==> src/rtl/serial_subtractor.sv <==
// serial_subtractor: bit-serial unsigned a - b, LSB first, start/done handshake
module serial_subtractor #(
    parameter int WIDTH = 8
) (
    input  logic             clk,
    input  logic             rst,
    input  logic             start,
    input  logic [WIDTH-1:0] a,
    input  logic [WIDTH-1:0] b,
    output logic             busy,
    output logic             done,
    output logic [WIDTH-1:0] diff,
    output logic             borrow
);
    localparam int CW = $clog2(WIDTH + 1);
    typedef enum logic [1:0] {IDLE, RUN, DONE} state_t;
    state_t           state_q, state_d;
    logic [WIDTH-1:0] sa_q, sa_d, sb_q, sb_d, diff_q, diff_d;
    logic [CW-1:0]    cnt_q, cnt_d;
    logic             br_q, br_d, borrow_q, borrow_d;
    logic             accept, x, y;
    assign accept = start && (state_q != RUN);
    assign x      = sa_q[0];
    assign y      = sb_q[0];
    assign busy   = (state_q == RUN);
    assign done   = (state_q == DONE);
    assign diff   = diff_q;
    assign borrow = borrow_q;
    // next state: load on accepted start, one subtract step per RUN cycle
    always_comb begin
        state_d  = state_q;
        sa_d     = sa_q;
        sb_d     = sb_q;
        br_d     = br_q;
        cnt_d    = cnt_q;
        diff_d   = diff_q;
        borrow_d = borrow_q;
        if (accept) begin
            sa_d    = a;
            sb_d    = b;
            br_d    = 1'b0;
            cnt_d   = '0;
            state_d = RUN;
        end else if (state_q == RUN) begin
            br_d              = (~x & y) | (~(x ^ y) & br_q);
            diff_d            = diff_q >> 1;
            diff_d[WIDTH-1]   = x ^ y ^ br_q;
            sa_d              = sa_q >> 1;
            sb_d              = sb_q >> 1;
            cnt_d             = cnt_q + CW'(1);
            if (cnt_q == CW'(WIDTH - 1)) begin
                state_d  = DONE;
                borrow_d = br_d;
            end
        end else if (state_q == DONE) begin
            state_d = IDLE;
        end
    end
    // state and datapath registers with synchronous reset
    always_ff @(posedge clk) begin
        if (rst) begin
            state_q  <= IDLE;
            sa_q     <= '0;
            sb_q     <= '0;
            diff_q   <= '0;
            cnt_q    <= '0;
            br_q     <= 1'b0;
            borrow_q <= 1'b0;
        end else begin
            state_q  <= state_d;
            sa_q     <= sa_d;
            sb_q     <= sb_d;
            diff_q   <= diff_d;
            cnt_q    <= cnt_d;
            br_q     <= br_d;
            borrow_q <= borrow_d;
        end
    end
endmodule

==> config.mk <==
export PLATFORM = sky130hd
export DESIGN_NAME = serial_subtractor
export DESIGN_NICKNAME = d
export VERILOG_FILES = /design/src/rtl/serial_subtractor.sv
export SDC_FILE = /design/constraint.sdc
export NUM_CORES = 1
export LEC_CHECK = 0
export ABC_AREA = 1
export CAP_MARGIN = 5
export CORE_ASPECT_RATIO = 0.75
export CORE_MARGIN = 1.5
export CORE_UTILIZATION = 45
export CTS_CLUSTER_DIAMETER = 50
export DETAILED_ROUTE_END_ITERATION = 7
export PLACE_DENSITY = 0.72
export SETUP_SLACK_MARGIN = 0.4
export SYNTH_ARGS = -nofsm -noshare
export SYNTH_HDL_FRONTEND = slang
export SYNTH_SLANG_ARGS = --single-unit
export TNS_END_PERCENT = 100
==> constraint.sdc <==
create_clock -name clk -period 2.2 [get_ports clk]
set_input_delay 0.44 -clock clk [delete_from_list [all_inputs] [get_ports clk]]
set_output_delay 0.44 -clock clk [all_outputs]
set_load 0.05 [all_outputs]
==> flow_summary.ini, run 1 <==
[run]
drv_cap = 0

[worst_setup_path]
end_kind = output port
cp_data_arrival_time_ns = 1.20
worst-path-buf-inv = 2
crit_family = flip-flops
cpPeakStageDelay_ns = 0.37
startpoint_type = flip-flop
crit_path_cell_trace = inv_1, ha_1, buf_12
crit_required_ns = 1.76
critPathKind = reg -> out
worst_path_max_delay_cell = dfxtp_1
path_max_fanout = 5

[clocking]
clock_sinks = 32
cts_inserted_buffers = 5
cts_buffer_depth = 2
cts_tree = built
cts_root_buffer = clkbuf_8
clkTransAtPathRegs_ns = 0.07
h-tree-depth = 2
clk_latency_ns = 0.28

[timing]
slew_headroom = 0.677
tightest_slew_ns = 0.487
clock_skew_ns = 0.00287
finalSetupViolCount = 0
drv_slew = 0
clock.fmax_ghz = 0.610
period_minus_slack_ns = 1.64
setup_tns_ns = 0
finalCritPeriodShare = 0.745
rsz0062_at_grt = no
hold_violations = 0

[synth]
yosysTopAreaCell = dfxtp_1
syn_inst = 188
synth_cell_type_count = 23
synth_warnings = 0
synthFlopType = dfxtp_1
syn_area_per_cell_um2 = 7.55
synth_seq_cells = 32
synth_edf_count = 0
yosysSeqAreaShare = 0.451
ys_top_cells_by_area = dfxtp_1 45%, nand2_1 11%, o211ai_1 7.4%
async_flop_share = 0
synth_nets = 212
syn_area_um2 = 1420
yosys.area.top_type_share = 0.451

[power]
powerDensity_nw_per_um2 = 799
peakVddDrop_mv = 0.460
leakagePower_nw = 0.874

[global_route]
grt_usage = 0.196
grt_max_degree = 29
overflow = 0
grt_pass1_vias = 1158
grt_pass1_wl_um = 5070
antenna_found_initial = 0

[floorplan]
start_util = 0.477
io_pins = 30
die-area_um2 = 3510
core_um2 = 2980
die_height_um = 51.7
die_x_um = 67.9
rows = 17

[placed_design]
gp_congestion = 0.797
placed_cells = 250
dpl.hpwl_um = 2060
io_buffers = 29

[drt]
wirelength_um = 2970
post_drt_wl_per_cell_um = 11.5
viasPerCell = 4.98
drt_pass1_iterations = 4
drtIter0Drc = 48
remaining_drc_errors = 0
vias = 1286
ant_nets = 0

[cells_and_area]
layout-drive-gt1-share = 0.0773
diodes = 0
nets = 243
areaGrowthSynthToFinish_pct = 29.4
layoutNonFillerInstCount = 258

[worst_hold_path]
hold_class = reg -> reg

[status]
status = complete, no violations
worst reg2reg max path: stages (launching register included):
cell      delay, ns
dfxtp_1        0.34
inv_1          0.10
ha_1           0.30
nor2_1         0.12
inv_2          0.33
nand3_1        0.15
o211ai_1       0.11
inv_1          0.05
repair_timing:
action | in CTS | in global routing
hold buffers | 0 | 0
endpoints found under the setup margin | 9 | 1
gates resized for setup | 9 | 1
buffers inserted | 0 | 0
synthesized netlist by cell type (all sizes together), types with 2 or more instances:
library cell,count
nand3,16
o21ai,10
nor2,20
inv,25
clkbuf,2
nand2,43
buf,6
dfxtp,32
o211ai,14
ha,4
a21oi,8
nand4,2
metal layers:
metal	wire length, um	vias up	track usage
met5	0	-	0
met4	42	0	0.0800
met3	115	4	0.0584
met2	1360	22	0.301
met1	1450	590	0.256
li1	-	670	-
where the power goes:
group	leakage [nW]	internal, mW	switching [mW]
logic	0.556	0.103	0.163
registers	0.263	0.623	0.0270
clock network	0.0552	0.336	0.217
cells in the final DEF, fill, tap and decap left out:
master and n:
a21oi_1 8, and3_1 1, buf_12 1, buf_4 4, bufinv_16 1, clkbuf_1 1, clkbuf_8 5, clkdlybuf4s50_1 18
clkinv_1 1, clkinv_2 1, dfxtp_1 32, dlygate4sd2_1 9, fa_1 1, ha_1 3, ha_2 1, inv_1 23
inv_2 2, nand2_1 42, nand2_2 1, nand3_1 16, nand4_1 2, nor2_1 19, nor2_4 1, nor3_1 1
o211ai_1 14, o21ai_0 10, xnor2_1 1, xor2_1 1
cell families after synthesis:
logic type      after synthesis  share of synthesized area
xor+xnor                      2                     0.0123
fa+ha+maj                     5                     0.0493
flops                        32                      0.451
buf+inv                      34                      0.103
compound gates               32                      0.137
simple gates                 83                      0.247
flip-flops by register name, indices dropped and copies added, names as in the netlist:
signal / count
cnt_q: 4
sa_q: 8
state_q: 2
diff: 8
sb_q: 8
borrow: 1
br_q: 1
layout make-up:
cell class | instances | area (um^2)
clock buffer | 6 | 72.6
clock inverter | 2 | 35.0
fill | 266 | 1140
inverter | 26 | 97.6
multi-input combinational | 122 | 636
sequential | 32 | 641
tap | 38 | 47.5
timing repair buffer | 32 | 309
final timing paths:
kind                           startpoint              endpoint  slack (ns)  depth (start not counted)
setup reg to reg  state_q[1]$_SDFFE_PP0P_  sb_q[1]$_SDFFE_PP0P_        0.59                          7
hold / removal        borrow$_SDFFE_PP0P_   borrow$_SDFFE_PP0P_        0.45                          2
setup / recovery  state_q[1]$_SDFFE_PP0P_                  busy        0.56                          3
hold reg to reg       borrow$_SDFFE_PP0P_   borrow$_SDFFE_PP0P_        0.45                          2
through the flow:
stage	worst slack (ns)	instance area [um^2]	power (mW)	utilization	hold slack [ns]
detailed placement	0.348	1740	0.936	0.584	0.449
global placement	0.412	1740	0.927	0.584	0.442
floorplan	0.499	1420	0.843	-	0.438
finish	0.561	1840	1.47	0.617	0.453
CTS	0.505	1840	1.47	0.616	0.456
global route	0.429	1840	1.55	0.617	0.487
(Power assumes the default switching activity.)
==> run 2, diff against run 1 <==
- clock period: 2.2 -> 1.6 ns (I/O delays scaled with it)
==> run 2 against run 1 <==
Against the previous run:
- clock power up 18%
- sequential power increased by 38%
- worst setup slack got worse by 0.33 ns
- critical path type unchanged
- die area is the same
- combinational power is 89% higher
- non-clock buffer count grew 7
- sequential cell count did not move
- total power is 40% higher
- count of clock-buffer cells in the layout is the same
- register-to-register slack worse by 0.30 ns
- critical path depth did not move
- global-route usage shrank 0.24 points
==> flow_summary.ini, run 2 (synthesized netlist as in run 1, its figures left out) <==
[power]
clock_power_share = 0.318
pwr-share-comb = 0.244
power.internal_mw = 1.42
seqPwrFrac = 0.438
powerDensity_nw_per_um2 = 958
peakVddDrop_mv = 0.666
p_sw_mw = 0.641
leakagePower_nw = 0.994
sw_frac_of_total = 0.312

[cells_and_area]
layout-drive-gt1-share = 0.304
diodes = 0
fillers = 214
final_cell_mix = 29 x dfxtp_1, 28 x nand2_1, 20 x inv_1
nets = 250
areaGrowthSynthToFinish_pct = 51.3
final_common_cell = dfxtp_1

[run]
drv_cap = 0

[global_route]
grt_pass1_vias = 1171
grt_max_degree = 29
grt_pass1_wl_um = 4940
overflow = 0
antenna_found_initial = 0
grt_usage = 0.193

[drt]
ant_nets = 0
vias = 1374
drtIter0Drc = 83
post_drt_wl_per_cell_um = 13.8
remaining_drc_errors = 0
viasPerCell = 5.18
wirelength_um = 3650
drt_pass1_iterations = 5

[clocking]
cts_tree = built
h-tree-depth = 2
clk_latency_ns = 0.30
clock_sinks = 32
cts_buffer_depth = 2
clkTransAtPathRegs_ns = 0.06
cts_root_buffer = clkbuf_8
cts_inserted_buffers = 5
cts_hold_buffers = 0

[worst_setup_path]
cp_data_arrival_time_ns = 1.05
path_max_fanout = 5
end_kind = output port
startpoint_type = flip-flop
crit_required_ns = 1.28
critPathKind = reg -> out

[timing]
finalCritPeriodShare = 0.858
slew_headroom = 0.836
hold_violations = 0
tightest_slew_ns = 0.245
setup_tns_ns = 0
drv_slew = 0
period_minus_slack_ns = 1.37
clock.fmax_ghz = 0.728
clock_skew_ns = 0.0111
rsz0062_at_grt = yes
finalSetupViolCount = 0
setup_slack_ns = 0.227

[floorplan]
io_pins = 30
start_util = 0.477
die_height_um = 51.7
rows = 17
core_um2 = 2980
die-area_um2 = 3510
die_x_um = 67.9

[placed_design]
gp_congestion = 0.809
dpl.hpwl_um = 2130
io_buffers = 29
post-place-ws_ns = -0.0429

[worst_hold_path]
hold_class = reg -> reg

[status]
status = complete, no violations
==> run 2: cell count changes in the layout (fill, tap and decap cells not counted), sizes merged <==
cell           before  now
buf                 5   20
bufinv              1    0
clkbuf              6    7
clkdlybuf4s50      18   17
dlygate4sd2         9    1
inv                25   26
==> run 2: per-layer routing <==
layer,vias to the layer above,wire length (um),track usage
met4,0,59,0.110
met2,36,1750,0.294
met1,644,1650,0.243
met3,9,200,0.0584
met5,-,0,0
li1,685,-,-
==> run 2: worst paths after layout <==
| check | from | to | slack [ns] | cells after the start |
|---|---|---|---|---|
| worst max-delay path | state_q[1]$_SDFFE_PP0P_ | busy | 0.23 | 3 |
| worst max register to register | state_q[1]$_SDFFE_PP0P_ | borrow$_SDFFE_PP0P_ | 0.29 | 6 |
| worst min-delay path | borrow$_SDFFE_PP0P_ | borrow$_SDFFE_PP0P_ | 0.45 | 2 |
| worst min register to register | borrow$_SDFFE_PP0P_ | borrow$_SDFFE_PP0P_ | 0.45 | 2 |
==> run 2: power groups by stage <==
stage	clock network (mW)	registers [mW]	logic (mW)
final	0.655	0.900	0.502
after global routing	0.693	0.908	0.539
after CTS	0.665	0.895	0.401
after detailed placement	0	0.913	0.396
after global placement	0	0.911	0.385
after floorplan	0	0.967	0.219
==> run 2: layout make-up <==
type                       instances  area, um^2  area share
clock inverter                     2        10.0     0.00466
multi-input combinational        122         820       0.381
clock buffer                       6        82.6      0.0384
tap                               38        47.5      0.0221
sequential                        32         649       0.302
inverter                          26         118      0.0547
timing repair buffer              39         422       0.196
==> run 2: through the flow <==
step	std cells	hold slack, ns	total power [mW]	instance area, um^2	utilization
4_1_cts	261	0.457	1.96	1900	0.637
5_1_grt	265	0.486	2.14	2150	0.721
6_report	265	0.454	2.06	2150	0.721
3_5_place_dp	252	0.448	1.31	1790	0.602
2_1_floorplan	188	0.382	1.19	1480	-
3_3_place_gp	252	0.439	1.30	1790	0.602
==> run 2: what timing repair did <==
| item | 4_1_cts | 5_1_grt |
|---|---|---|
| pin swaps | 1 | 4 |
| endpoints found under the setup margin | 27 | 30 |
| cloned | 0 | 1 |
| setup buffers | 1 | 3 |
| gates resized for setup | 5 | 53 |
==> run 2: worst max-delay path, cell delays in order, from the launching register on <==
cell and delay (ns):
dfxtp_4 0.38, inv_4 0.05, ha_4 0.18, buf_12 0.15
==> variant 1, RTL diff (settings of run 1) <==
The 3 states of `state_t` get a one-hot encoding in 3 bits.
--- a/src/rtl/serial_subtractor.sv
+++ b/src/rtl/serial_subtractor.sv
@@ -13,7 +13,7 @@
     output logic             borrow
 );
     localparam int CW = $clog2(WIDTH + 1);
-    typedef enum logic [1:0] {IDLE, RUN, DONE} state_t;
+    typedef enum logic [2:0] {IDLE = 3'b001, RUN = 3'b010, DONE = 3'b100} state_t;
     state_t           state_q, state_d;
     logic [WIDTH-1:0] sa_q, sa_d, sb_q, sb_d, diff_q, diff_d;
     logic [CW-1:0]    cnt_q, cnt_d;
Function: same outputs for any inputs over 10 cycles, from zero or initial values and one cycle with rst high; not proved beyond that.
==> variant 1 against run 1 <==
Routed wire length up 3.1%; sequential share of layout area up 0.51 points; sequential cell count is 1 higher; setup slack improved by 0.032 ns; area after synthesis increased by 4.8%; sequential power fell by 3%; power fell by 17%; final area is 1.6% higher; worst hold slack improved by 0.013 ns; utilization is 0.31 points lower; clock power is 21% lower; largest cell class unchanged; highest routed layer unchanged.
==> variant 1: results (changes against run 1) <==
| Metric | Value |
|---|---|
| Status | `complete, no violations` |
| Distinct cells, synth | `19 (-17%)` |
| Tot GR Track Use | `18.4% (-1.2 points)` |
| XOR/XNOR Fraction of Synth Area | `0.588% (-0.65 points)` |
| Peak VDD IR | `0.410 mV (-11%)` |
| Sequential element share of the synthesized area | `44.4% (-0.74 points)` |
| Rel. slew slack | `67.2% (-0.49 points)` |
| Clock skew | `0.00439 ns (+0.00151 ns)` |
| PnR worst setup slack | `0.593 ns (+0.0318 ns)` |
| Gpl congestion | `0.775 (-2.7%)` |
| Layout cell share with drive strength beyond 1 | `7.88% (+0.16 points)` |
| Initial DRC Count | `85 (+77%)` |
| Most frequent cells after synthesis | `nand2_1 (65), nand3_1 (46), dfxtp_1 (33)` |
| Synth area leaders | `dfxtp_1 (44%), nand2_1 (16%), nand3_1 (15%)` |
| HP Start | `cnt_q[3]` |
| Hold Path End | `cnt_q[3]` |
| Clock net power | `0.438 mW (-21%)` |
| Combinational power | `0.143 mW (-46%)` |
| First-pass GRT wire length | `5.28 mm (+4.1%)` |
| Critical Path Source | `diff[3]` |
| WL/cell | `11.0 um (-4.6%)` |
| Syn nets | `231 (+9.0%)` |
| Filler cells | `288 (+8.3%)` |
| Largest net degree at the start of global routing | `24 (-17%)` |
| Reg2Reg Setup Slack | `0.68 ns (+0.09 ns)` |
| Adder-cell area share of the yosys netlist | `2.18% (-2.7 points)` |
| Final #Nets | `261 (+7.4%)` |
| Largest delay contributor family on the critical path | `buffers and inverters` |
| HPWL after detailed placement | `2.11 mm (+2.2%)` |
==> variant 1: timing repair <==
item	CTS	global route
hold endpoints to repair	0	0
setup endpoints to repair	9	0
gates resized for setup	9	0
==> variant 1: layer usage <==
layer	up-vias	GRT usage, %	part of all wire (%)
met5	-	0	0
met4	0	7.84	1.7
met3	5	4.23	4.5
met2	29	30.4	43
met1	613	23.3	50
li1	727	-	-
==> variant 1: area by class of cell <==
| type | count | area share (%) |
|---|---|---|
| multi-input combinational | 140 | 34.7 |
| timing repair buffer | 35 | 17.7 |
| inverter | 25 | 5.02 |
| tap | 38 | 2.55 |
| clock buffer | 5 | 3.68 |
| sequential | 33 | 35.4 |
| clock inverter | 3 | 0.938 |
==> variant 1: through the flow <==
step	cell area, sq um	total power [mW]	instances
2_1_floorplan	1490	0.735	210
6_report	1870	1.21	279
5_1_grt	1870	1.27	279
3_3_place_gp	1790	0.788	271
4_1_cts	1870	1.23	279
3_5_place_dp	1790	0.789	271
==> variant 2, RTL diff (settings of run 1) <==
Made on the original files. `WIDTH`: 8 -> 16.
--- a/src/rtl/serial_subtractor.sv
+++ b/src/rtl/serial_subtractor.sv
@@ -1,6 +1,6 @@
 // serial_subtractor: bit-serial unsigned a - b, LSB first, start/done handshake
 module serial_subtractor #(
-    parameter int WIDTH = 8
+    parameter int WIDTH = 16
 ) (
     input  logic             clk,
     input  logic             rst,
Interface: changed (resized a, b and diff); port bits go from 30 to 54. No check against the original RTL was run, so the function may have changed too.
==> variant 2 against run 1 <==
Setup slack worse by 0.098 ns; cell count rose by 110%; routed wire length up 84%; final area is 88% higher; power up 96%; via count rose by 91%; area after synthesis grew 87%; first-iteration DRC count grew to 3.1 times the old value; sequential cell count grew 25.
==> variant 2: results (changes against run 1) <==
| Metric | Value |
|---|---|
| Status | `complete, no violations` |
| Root Driver | `clkbuf_8` |
| Sequential element share of the synthesized area | `42.9% (-2.2 points)` |
| Hold_ws | `0.476 ns (+0.0231 ns)` |
| Post-CTS Setup Bufs | `0 (unchanged)` |
| Layout cell share with drive strength beyond 1 | `6.59% (-1.1 points)` |
| Gpl congestion | `0.809 (+1.5%)` |
| Internal power | `2.00 mW (+88%)` |
| Adder-cell area share of the yosys netlist | `3.11% (-1.8 points)` |
| CTS resizes | `19 (+10)` |
| Final #Nets | `491 (+100%)` |
| Pwr Total | `2.88 mW (+96%)` |
| Seq. pwr | `1.18 mW (+82%)` |
| Syn nets | `445 (+110%)` |
| Synth Flop Type | `dfxtp_1` |
| Most frequent cells after synthesis | `nor2_1 (133), dfxtp_1 (57), nand2_1 (51)` |
| R2r worst-path depth | `6 (-1)` |
| Hold Path End | `sa_q[15]` |
| Peak VDD IR | `0.423 mV (-8.2%)` |
| CP arrival | `1.30 ns (+0.10 ns)` |
| CTS clock-pin slew for the worst setup and hold paths | `0.07 ns (about the same)` |
| DRT Pass-1 Iters | `4 (unchanged)` |
| Number of global-route vias before repair | `2386 (+110%)` |
| Placed Area | `3240 sq um (+86%)` |
| Tot GR Track Use | `19.3% (-0.24 points)` |
| LEAKAGE | `1.59 nW (+82%)` |
| Initial antenna violation count | `0 (unchanged)` |
| Dpl ws | `0.411 ns (+0.0623 ns)` |
| H-tree depth | `3 (+1)` |
| Worst-Margin Slew | `0.490 ns (+0.00317 ns)` |
| Largest net degree at the start of global routing | `61 (+110%)` |
| Reg-to-reg endpoint | `br_q` |
| First-pass GRT wire length | `9.88 mm (+95%)` |
| Clock tree buffer depth | `2 (unchanged)` |
| HPWL after detailed placement | `3.65 mm (+77%)` |
| Inserted Clock Buffers | `9 (+4)` |
| Non-Filler Instances | `533 (+110%)` |
| Crit-path max FO | `21 (+16)` |
| Worst-Skew Late Latency | `0.34 ns (+0.06 ns)` |
| Placed cells | `517 (+110%)` |
| Compound-cell area share of the yosys netlist | `10.6% (-3.1 points)` |
| Critical Path Source | `state_q[1]` |
| WL/cell | `10.2 um (-11%)` |
| Synth area leaders | `dfxtp_1 (43%), nor2_1 (19%), o21ai_0 (7.5%)` |
| Clock net power | `1.10 mW (+99%)` |
| Final period util | `78.9% (+4.5 points)` |
| Via count | `2454 (+91%)` |
| Synth warn | `0 (unchanged)` |
| Hold Crit Class | `flip-flop to flip-flop` |
| HP Start | `sa_q[15]` |
| XOR/XNOR Fraction of Synth Area | `0% (-1.2 points)` |
| Mean Syn Cell Area | `6.58 sq um (-13%)` |
| Initial DRC Count | `151 (+210%)` |
| Asr flop ratio synth | `0% (unchanged)` |
| Clock skew | `0.00559 ns (+0.00272 ns)` |
| Reg2Reg Setup Slack | `0.64 ns (+0.05 ns)` |
| PortBufs | `53 (+83%)` |
| Distinct cells, synth | `17 (-26%)` |
==> variant 2: cell types whose count changed after synthesis, sizes merged, moves of 2 or more <==
cell / change
nor2: +114
o21ai: +37
dfxtp: +25
inv: +19
nand3: +15
o211ai: -14
buf: +11
nand2: +8
clkbuf: +5
nand4: -2
==> variant 2: final cells by class <==
class / count / area (sq um)
sequential: 57 / 1140
clock buffer: 9 / 124
multi-input combinational: 279 / 1230
timing repair buffer: 59 / 592
clock inverter: 7 / 103
fill: 559 / 2310
inverter: 44 / 168
tap: 78 / 97.6
==> variant 2: routing by layer <==
layer / share of wire [%] / vias to the layer above / GRT usage [%]
met4: 2.3 / 0 / 9.06
met5: 0 / - / 0
met2: 45 / 48 / 32.2
met3: 4.3 / 13 / 5.59
met1: 49 / 1057 / 23.0
li1: - / 1336 / -
==> variant 2: worst max-delay path: stages (launching register included) <==
cell and delay [ns]:
dfxtp_1 0.33, inv_1 0.08, ha_2 0.22, buf_8 0.18, buf_12 0.15
